File: src/rtl/scan_decoder_pkg.sv
// Shared types and constants for the scan_decoder block: FSM state encoding
// and the meaning of the mode input.
package scan_decoder_pkg;

   typedef enum logic [1:0] {
      IDLE   = 2'd0,
      DIRECT = 2'd1,
      SCAN   = 2'd2
   } state_e;

   localparam logic MODE_DIRECT = 1'b0;
   localparam logic MODE_SCAN   = 1'b1;

endpackage : scan_decoder_pkg

File: src/rtl/scan_decoder_if.sv
// Select-code handshake bundle: the producer presents sel with in_valid,
// and the decoder answers with in_ready.
interface scan_decoder_if #(
   parameter int SEL_W = 2
);
   logic             in_valid;
   logic             in_ready;
   logic [SEL_W-1:0] sel;

   modport master (output in_valid, output sel, input in_ready);
   modport slave  (input in_valid, input sel, output in_ready);
endinterface : scan_decoder_if

File: src/rtl/scan_decoder_onehot_dec.sv
// Parametrised combinational binary-to-one-hot decoder, SEL_W -> 2**SEL_W.
module onehot_dec #(
   parameter int SEL_W = 2
) (
   input  logic [SEL_W-1:0]    code_i,
   output logic [2**SEL_W-1:0] onehot_o
);

   // Exactly one bit set, at the position named by code_i.
   always_comb begin
      onehot_o         = '0;
      onehot_o[code_i] = 1'b1;
   end

endmodule : onehot_dec

File: src/rtl/scan_decoder.sv
// Registered one-hot decoder with a handshake-driven direct mode and an
// autonomous scan mode that dwells DWELL cycles on each output line.
module scan_decoder
   import scan_decoder_pkg::*;
#(
   parameter int SEL_W = 2,
   parameter int DWELL = 4
) (
   input  logic                clk,
   input  logic                rst_n,
   input  logic                en,
   input  logic                mode,
   scan_decoder_if.slave       bus,
   output logic [2**SEL_W-1:0] out,
   output logic [SEL_W-1:0]    idx,
   output logic                wrap
);

   localparam int OUT_W = 2**SEL_W;
   localparam int CNT_W = $clog2(DWELL + 1);
   localparam logic [CNT_W-1:0] CNT_LAST = CNT_W'(DWELL - 1);
   localparam logic [SEL_W-1:0] IDX_LAST = SEL_W'(OUT_W - 1);

   state_e           state_q;
   logic [CNT_W-1:0] cnt_q;
   logic [SEL_W-1:0] idx_q;
   logic [OUT_W-1:0] out_q;
   logic             wrap_q;

   logic             accept_s;
   logic             step_s;
   logic [SEL_W-1:0] scan_code_s;
   logic [OUT_W-1:0] sel_onehot_s;
   logic [OUT_W-1:0] scan_onehot_s;

   assign bus.in_ready = en & (mode == MODE_DIRECT);
   assign accept_s     = bus.in_valid & bus.in_ready;
   assign step_s       = (cnt_q == CNT_LAST);

   // Outside SCAN the scan path decodes line 0, the line a fresh scan starts on.
   assign scan_code_s = (state_q != SCAN) ? {SEL_W{1'b0}} :
                        step_s            ? idx_q + 1'b1  : idx_q;

   onehot_dec #(.SEL_W(SEL_W)) u_sel_dec (
      .code_i   (bus.sel),
      .onehot_o (sel_onehot_s)
   );

   onehot_dec #(.SEL_W(SEL_W)) u_scan_dec (
      .code_i   (scan_code_s),
      .onehot_o (scan_onehot_s)
   );

   // Mode FSM together with the dwell counter and the registered outputs.
   always_ff @(posedge clk or negedge rst_n) begin
      if (!rst_n) begin
         state_q <= IDLE;
         cnt_q   <= '0;
         idx_q   <= '0;
         out_q   <= '0;
         wrap_q  <= 1'b0;
      end else if (!en) begin
         state_q <= IDLE;
         cnt_q   <= '0;
         idx_q   <= '0;
         out_q   <= '0;
         wrap_q  <= 1'b0;
      end else begin
         case (state_q)
            IDLE, DIRECT: begin
               wrap_q <= 1'b0;
               cnt_q  <= '0;
               if (mode == MODE_SCAN) begin
                  state_q <= SCAN;
                  idx_q   <= '0;
                  out_q   <= scan_onehot_s;
               end else if (accept_s) begin
                  state_q <= DIRECT;
                  idx_q   <= bus.sel;
                  out_q   <= sel_onehot_s;
               end else begin
                  state_q <= state_q;
               end
            end
            SCAN: begin
               if (mode == MODE_DIRECT) begin
                  state_q <= IDLE;
                  cnt_q   <= '0;
                  idx_q   <= '0;
                  out_q   <= '0;
                  wrap_q  <= 1'b0;
               end else if (step_s) begin
                  cnt_q  <= '0;
                  idx_q  <= scan_code_s;
                  out_q  <= scan_onehot_s;
                  wrap_q <= (idx_q == IDX_LAST);
               end else begin
                  cnt_q  <= cnt_q + 1'b1;
                  wrap_q <= 1'b0;
               end
            end
            default: begin
               state_q <= IDLE;
               cnt_q   <= '0;
               idx_q   <= '0;
               out_q   <= '0;
               wrap_q  <= 1'b0;
            end
         endcase
      end
   end

   assign out  = out_q;
   assign idx  = idx_q;
   assign wrap = wrap_q;

endmodule : scan_decoder

File: src/flat_wrapper.sv
// flat-port wrapper written by rule: the top's interface ports become plain ports
module scan_decoder_flat import scan_decoder_pkg::*;
#(
   parameter int SEL_W = 2,
   parameter int DWELL = 4
)
  (clk, rst_n, en, mode, out, idx, wrap, bus_in_valid, bus_sel, bus_in_ready);
  scan_decoder_if #(.SEL_W(SEL_W)) bus_i ();
  input  logic clk;
  input  logic rst_n;
  input  logic en;
  input  logic mode;
  output logic [2**SEL_W-1:0] out;
  output logic [SEL_W-1:0] idx;
  output logic wrap;
  input wire logic [$bits(bus_i.in_valid)-1:0] bus_in_valid;
  input wire logic [$bits(bus_i.sel)-1:0] bus_sel;
  output wire logic [$bits(bus_i.in_ready)-1:0] bus_in_ready;
  assign bus_i.in_valid = bus_in_valid;
  assign bus_i.sel = bus_sel;
  assign bus_in_ready = bus_i.in_ready;
  scan_decoder #(.SEL_W(SEL_W), .DWELL(DWELL)) u_core (.clk(clk), .rst_n(rst_n), .en(en), .mode(mode), .bus(bus_i), .out(out), .idx(idx), .wrap(wrap));
endmodule
File: config.mk
export PLATFORM = sky130hd
export DESIGN_NAME = scan_decoder_flat
export DESIGN_NICKNAME = d
export VERILOG_FILES = /design/src/rtl/scan_decoder_pkg.sv /design/src/rtl/scan_decoder_if.sv /design/src/rtl/scan_decoder_onehot_dec.sv /design/src/rtl/scan_decoder.sv /design/src/flat_wrapper.sv
export SDC_FILE = /design/constraint.sdc
export NUM_CORES = 1
export LEC_CHECK = 0
export CORE_MARGIN = 3
export CORE_UTILIZATION = 43
export DETAILED_ROUTE_END_ITERATION = 8
export GPL_TIMING_DRIVEN = 0
export PLACE_DENSITY = 0.72
export REMOVE_ABC_BUFFERS = 1
export SLEW_MARGIN = 0
export SYNTH_ARGS = -nofsm -noshare
export SYNTH_HDL_FRONTEND = slang
export SYNTH_SLANG_ARGS = --single-unit
File: constraint.sdc
create_clock -name clk -period 1.4 [get_ports clk]
set_clock_uncertainty 0.05 [all_clocks]
set_input_delay 0.28 -clock clk [delete_from_list [all_inputs] [get_ports clk]]
set_output_delay 0.28 -clock clk [all_outputs]
set_load 0.005 [all_outputs]
Word level (Yosys, flattened, before mapping)
Index checks and enable logic that the tools add are counted.
{"block": "word_totals", "inputBits": 7, "elab_cells": 59, "register_bits": 12, "out_inout_bits": 8}
{"block": "classes", "n_reduce_logical": 6, "add_sub_neg": 2, "eq_ne": 8, "bitwise_logic": 3, "n_lt_le_gt_ge": 4, "muxes": 31}
{"operator": "$mux 2", "count": 11}
{"operator": "$mux 4", "count": 5}
{"operator": "$mux 3", "count": 4}
{"operator": "$ne 4x3->1 const B", "count": 2}
{"operator": "$pmux 2 s2", "count": 2}
{"operator": "$pmux 4 s2", "count": 1}
{"operator": "$lt 2x3->1 const B", "count": 2}
{"operator": "$mux 1", "count": 6}
{"operator": "$demux 1 s2", "count": 2}
{"operator": "$eq 2x2->1 const B", "count": 2}
{"operator": "$ge 2x1->1 const B", "count": 2}
{"operator": "$reduce_and 2->1", "count": 2}
{"operator": "$add 3x1->3 const B", "count": 1}
{"operator": "$eq 3x2->1 const B", "count": 1}
{"operator": "$ne 3x3->1 const B", "count": 1}
{"operator": "$add 2x1->2 const B", "count": 1}
{"operator": "$and 1x1->1", "count": 2}
{"operator": "$eq 2x1->1 const B", "count": 1}
{"operator": "$logic_and 1x1->1", "count": 2}
{"operator": "$logic_not 2->1", "count": 1}
{"operator": "$ne 2x2->1 const B", "count": 1}
{"operator": "$reduce_or 2->1", "count": 1}
{"operator": "$not 1->1", "count": 1}

Depth between registers and ports, before layout
{"block": "depth", "word_depth": 11, "depth_mapped": 5, "depth_no_buf": 5}

By module
A second synthesis with hierarchy kept.
{"block": "hier_totals", "hier_cells": 72, "area_unflattened_um2": 704.4}
{"mod": "scan_decoder", "n_inst": 1, "area_per_inst_um2": 651.9, "seq_area_each_um2": 300.3, "cells_each": 64}
{"mod": "onehot_dec", "n_inst": 2, "area_per_inst_um2": 26.3, "seq_area_each_um2": 0.0, "cells_each": 4}

Least setup slack after synthesis
No wires, ideal clock.
{"block": "synth_path", "path_type": "register to register", "from": "register u_core.idx_q[0] (netlist: u_core.idx[0])", "to": "register u_core.idx_q[1] (netlist: u_core.idx[1])", "n_path_buf": 0, "path_stages_with_launch": 5, "setup_ns": 0.129, "period_less_slack_ns": 1.422, "arrival_time_ns": 1.243, "required_time_ns": 1.221, "slack_ns": -0.022, "path_cell_list": "dfrtp_1 -> ha_1 -> mux2_2 -> a21boi_1 -> o2bb2ai_1"}
{"block": "synth_between", "elab_chain_len": 7}
{"element": "from (decl)", "line_no": "scan_decoder.sv:26", "text": "logic [SEL_W-1:0] idx_q;"}
{"element": "from (signal assigned)", "line_no": "scan_decoder.sv:79", "text": "idx_q <= bus.sel;"}
{"element": "from (signal assigned)", "line_no": "scan_decoder.sv:94", "text": "idx_q <= scan_code_s;"}
{"element": "$add 2x1->2", "line_no": "scan_decoder.sv:42", "text": "step_s ? idx_q + 1'b1 : idx_q;"}
{"element": "$mux 2", "line_no": "scan_decoder.sv:42"}
{"element": "$mux 2", "line_no": "scan_decoder.sv:41", "text": "assign scan_code_s = (state_q != SCAN) ? {SEL_W{1'b0}} :"}
{"element": "$mux 2", "line_no": "scan_decoder.sv:92", "text": "end else if (step_s) begin"}
{"element": "$mux 2", "line_no": "scan_decoder.sv:86", "text": "if (mode == MODE_DIRECT) begin"}
{"element": "$pmux 2 s2", "line_no": "scan_decoder.sv:69", "text": "case (state_q)"}
{"element": "$mux 2", "line_no": "scan_decoder.sv:62", "text": "end else if (!en) begin"}
Every way passes these cells. The select of a mux whose other input is x is not followed.
A chain may end at the register's enable or synchronous reset.

Final worst setup path
{"block": "layout_path", "from": "register u_core.cnt_q[0]", "to": "register u_core.idx_q[1] (netlist: u_core.idx[1])"}
{"block": "layout_between", "elab_chain_len": 7, "elab_cells_between_ends": 9, "cone_classes": "eq/ne (2); mux (6); reduce/logical (1)"}
{"element": "from (decl)", "line_no": "scan_decoder.sv:25", "text": "logic [CNT_W-1:0] cnt_q;"}
{"element": "from (signal assigned)", "line_no": "scan_decoder.sv:98", "text": "cnt_q <= cnt_q + 1'b1;"}
{"element": "$eq 3x2->1 (*)", "line_no": "scan_decoder.sv:38", "text": "assign step_s = (cnt_q == CNT_LAST);"}
{"element": "$mux 2", "line_no": "scan_decoder.sv:42"}
{"element": "$mux 2", "line_no": "scan_decoder.sv:41"}
{"element": "$mux 2", "line_no": "scan_decoder.sv:92"}
{"element": "$mux 2", "line_no": "scan_decoder.sv:86"}
{"element": "$pmux 2 s2", "line_no": "scan_decoder.sv:69"}
{"element": "$mux 2", "line_no": "scan_decoder.sv:62"}
Mark *: on every way between the ends. The rest lies on a longest branch, timed or not. The select of a mux whose other input is x is not followed.

==> results.py <==
metrics = {
    "status": {
        "status": "complete, no violations",
    },
    "synthesis": {
        "ys.flop_type": "dfrtp_1",
        "synthSimpleGateAreaFrac_pct": 23.53,
        "synthXorXnorAreaFrac_pct": 0,
        "ys_seq_area_share_pct": 42.78,
        "synth_top_cell_by_area": "dfrtp_1",
        "synth_area_leaders": "dfrtp_1, o2bb2ai_1, nand2_1",
        "muxShareOfSynthArea_pct": 1.604,
        "synth_top_area_share_pct": 42.78,
        "synth_cell_types": 33,
        "synth_compound_area_share_pct": 25.31,
        "yosys_warnings": 0,
        "ys_seq_elements": 12,
        "synthCells": 66,
        "synth-edff-count": 0,
        "synth_top_family_by_area": "compound AO/OA/AOI/OAI gates",
        "synth_area_um2": 701.9,
        "syn_avg_cell_area_um2": 10.64,
        "synthArstFlopShare_pct": 100.0,
        "synthAdderAreaFrac_pct": 3.565,
    },
    "cts": {
        "htreeDepth": 1,
        "cts_root_buf": "clkbuf_4",
        "clk_latency_ps": 270,
        "cts_sinks": 12,
        "cts_inserted_buffers": 3,
        "clkTransAtPathRegs_ps": 70,
        "ctsHoldBuffers": 0,
        "cts_max_path_buffers": 2,
        "cts_tree": "built",
    },
    "timing": {
        "final_max_slew_viol_count": 0,
        "hold_viol_final": 0,
        "fin_tns_setup_ps": 0,
        "fin_crit_ps": 1359,
        "relSlewSlack_pct": 63.39,
        "clock.fmax_ghz": 0.7361,
        "rsz0062_at_grt": "yes",
        "fin_crit_sh_pct": 97.04,
        "worst_slew_pin_slew_ps": 547.4,
        "setup_viol": 0,
    },
    "placed_design": {
        "place.gp.congestion": 0.8039,
        "hpwl_mm": 1.008,
        "place_inst": 94,
        "portBuffers": 14,
        "place_area_um2": 849.6,
    },
    "finish": {
        "design_area_um2": 954.7,
        "layout_common_cells": "dfrtp_1, dlygate4sd2_1, nand2_1, o2bb2ai_1",
        "fin_nets": 97,
        "layout_commonest_cell": "dfrtp_1",
        "antenna_cells": 0,
        "drive_gt1_share_pct": 34.88,
        "fillers": 121,
        "regArea_um2": 302.8,
        "multiInputGateArea_um2": 449.2,
        "fin_cells": 101,
        "areaGrowthSynthToFinish_pct": 36.01,
    },
    "power": {
        "ir_drop_mv": 0.4510,
        "leakage_nw": 0.4182,
        "power_density_mw_per_mm2": 741.4,
    },
    "job": {
        "cap_viol_max_count": 0,
    },
    "detailed_routing": {
        "vias": 581,
        "routed_wl_mm": 1.497,
        "viasPerCell": 5.752,
        "ant_nets": 0,
        "drc": 0,
        "wire_per_inst_um": 14.82,
        "first_pass_iters": 4,
        "drt_first_iter_violations": 5,
    },
    "global_routing": {
        "grt_start_max_net_pins": 13,
        "grtUsageTotal_pct": 15.03,
        "grt-ovfl-total": 0,
        "grt_antenna_before_repair": 0,
        "grt_pass1_vias": 537,
        "grt_pass1_wl_mm": 2.297,
    },
    "floorplanning": {
        "die_y_um": 46.40,
        "coreArea_mm2": 0.001415,
        "rows": 13,
        "die-area_mm2": 0.002153,
        "die_w_um": 46.40,
        "io_pins": 15,
        "start_util_pct": 49.60,
    },
    "critical_path": {
        "crit_path_max_fanout": 5,
        "critPathCaptureType": "flop",
        "crit_path_start_kind": "flop",
        "critPathRequiredTime_ps": 1510,
        "path_class": "flop to flop",
        "arrival_ps": 1470,
    },
    "min_path": {
        "hp-class": "input pin to flop",
    },
}
[worst paths after layout]
check	start	slack (ps)	end	depth (start not counted)
hold reg to reg	u_core.out[3]	440	u_core.out[3]	1
max in group asynchronous	rst_n	600	u_core.idx[0]	1
setup reg to reg	u_core.cnt_q[0]	40	u_core.idx[1]	5
min in group asynchronous	rst_n	310	u_core.cnt_q[1]	1
setup / recovery	u_core.cnt_q[0]	40	u_core.idx[1]	5
hold / removal	en	270	u_core.out[0]	3
[cell families after synthesis]
family,count (synthesis)
compound gates,21
simple gates,26
buf+inv,4
fa+ha+maj,2
mux,1
flops,12
[stage by stage]
| step | setup slack [ps] | util, % | total power [mW] | hold WS [ps] |
|---|---|---|---|---|
| after floorplan | -21.82 | - | 0.4323 | -65.59 |
| after global placement | -504.7 | 60.04 | 0.4922 | 382.4 |
| after detailed placement | -514.8 | 60.04 | 0.4934 | 390.3 |
| after CTS | 16.59 | 64.01 | 0.7066 | 249.4 |
| after global routing | -7.143 | 67.46 | 0.7538 | 273.0 |
| final | 41.45 | 67.46 | 0.7078 | 266.5 |
[synth_stat cells, types with 2 or more instances]
cell       instances
and3_2             2
inv_1              3
o21ai_1            2
nor3_1             4
nor2_1             3
a2bb2oi_1          2
dfrtp_1           12
nand2_1            7
ha_1               2
o2bb2ai_1          6
[area by class of cell]
cell class | count | share of cell area [%]
Clock buffer | 3 | 2.359
Inverter | 3 | 1.180
Multi-Input combinational cell | 50 | 47.05
Sequential cell | 12 | 31.72
Tap cell | 15 | 1.966
Timing Repair Buffer | 18 | 15.73
[flip-flops by register name, summed over array words and instances (netlist names)]
name	cells
u_core.out	4
u_core.cnt_q	3
u_core.idx	2
u_core.state_q	2
u_core.wrap	1
[report_power, final]
group          switching, mW  internal (mW)
Combinational         0.0674         0.0650
Sequential            0.0101          0.358
Clock                  0.107         0.0998
Total                  0.185          0.523
[worst max-delay path, stage by stage, from the launching register on]
cell and delay (ps):
dfrtp_1 410, ha_4 200, nand2b_4 100, mux2_4 310, a21boi_2 120, o2bb2ai_1 60
[metal layers]
layer / track usage, % / part of all wire, % / routed length [um] / up-vias
li1: - / - / - / 287
met1: 19.76 / 47 / 704 / 281
met2: 22.80 / 47 / 703 / 13
met3: 7.422 / 5.9 / 89 / 0
met4: 1.705 / 0 / 0 / 0
met5: 0 / 0 / 0 / -
[what timing repair did]
action / CTS / global route
setup buffers: 3 / 1
setup endpoints to repair: 16 / 6
pin swaps: 3 / 6
gates resized for setup: 23 / 8
No activity file was read; power rests on OpenSTA's default activity.
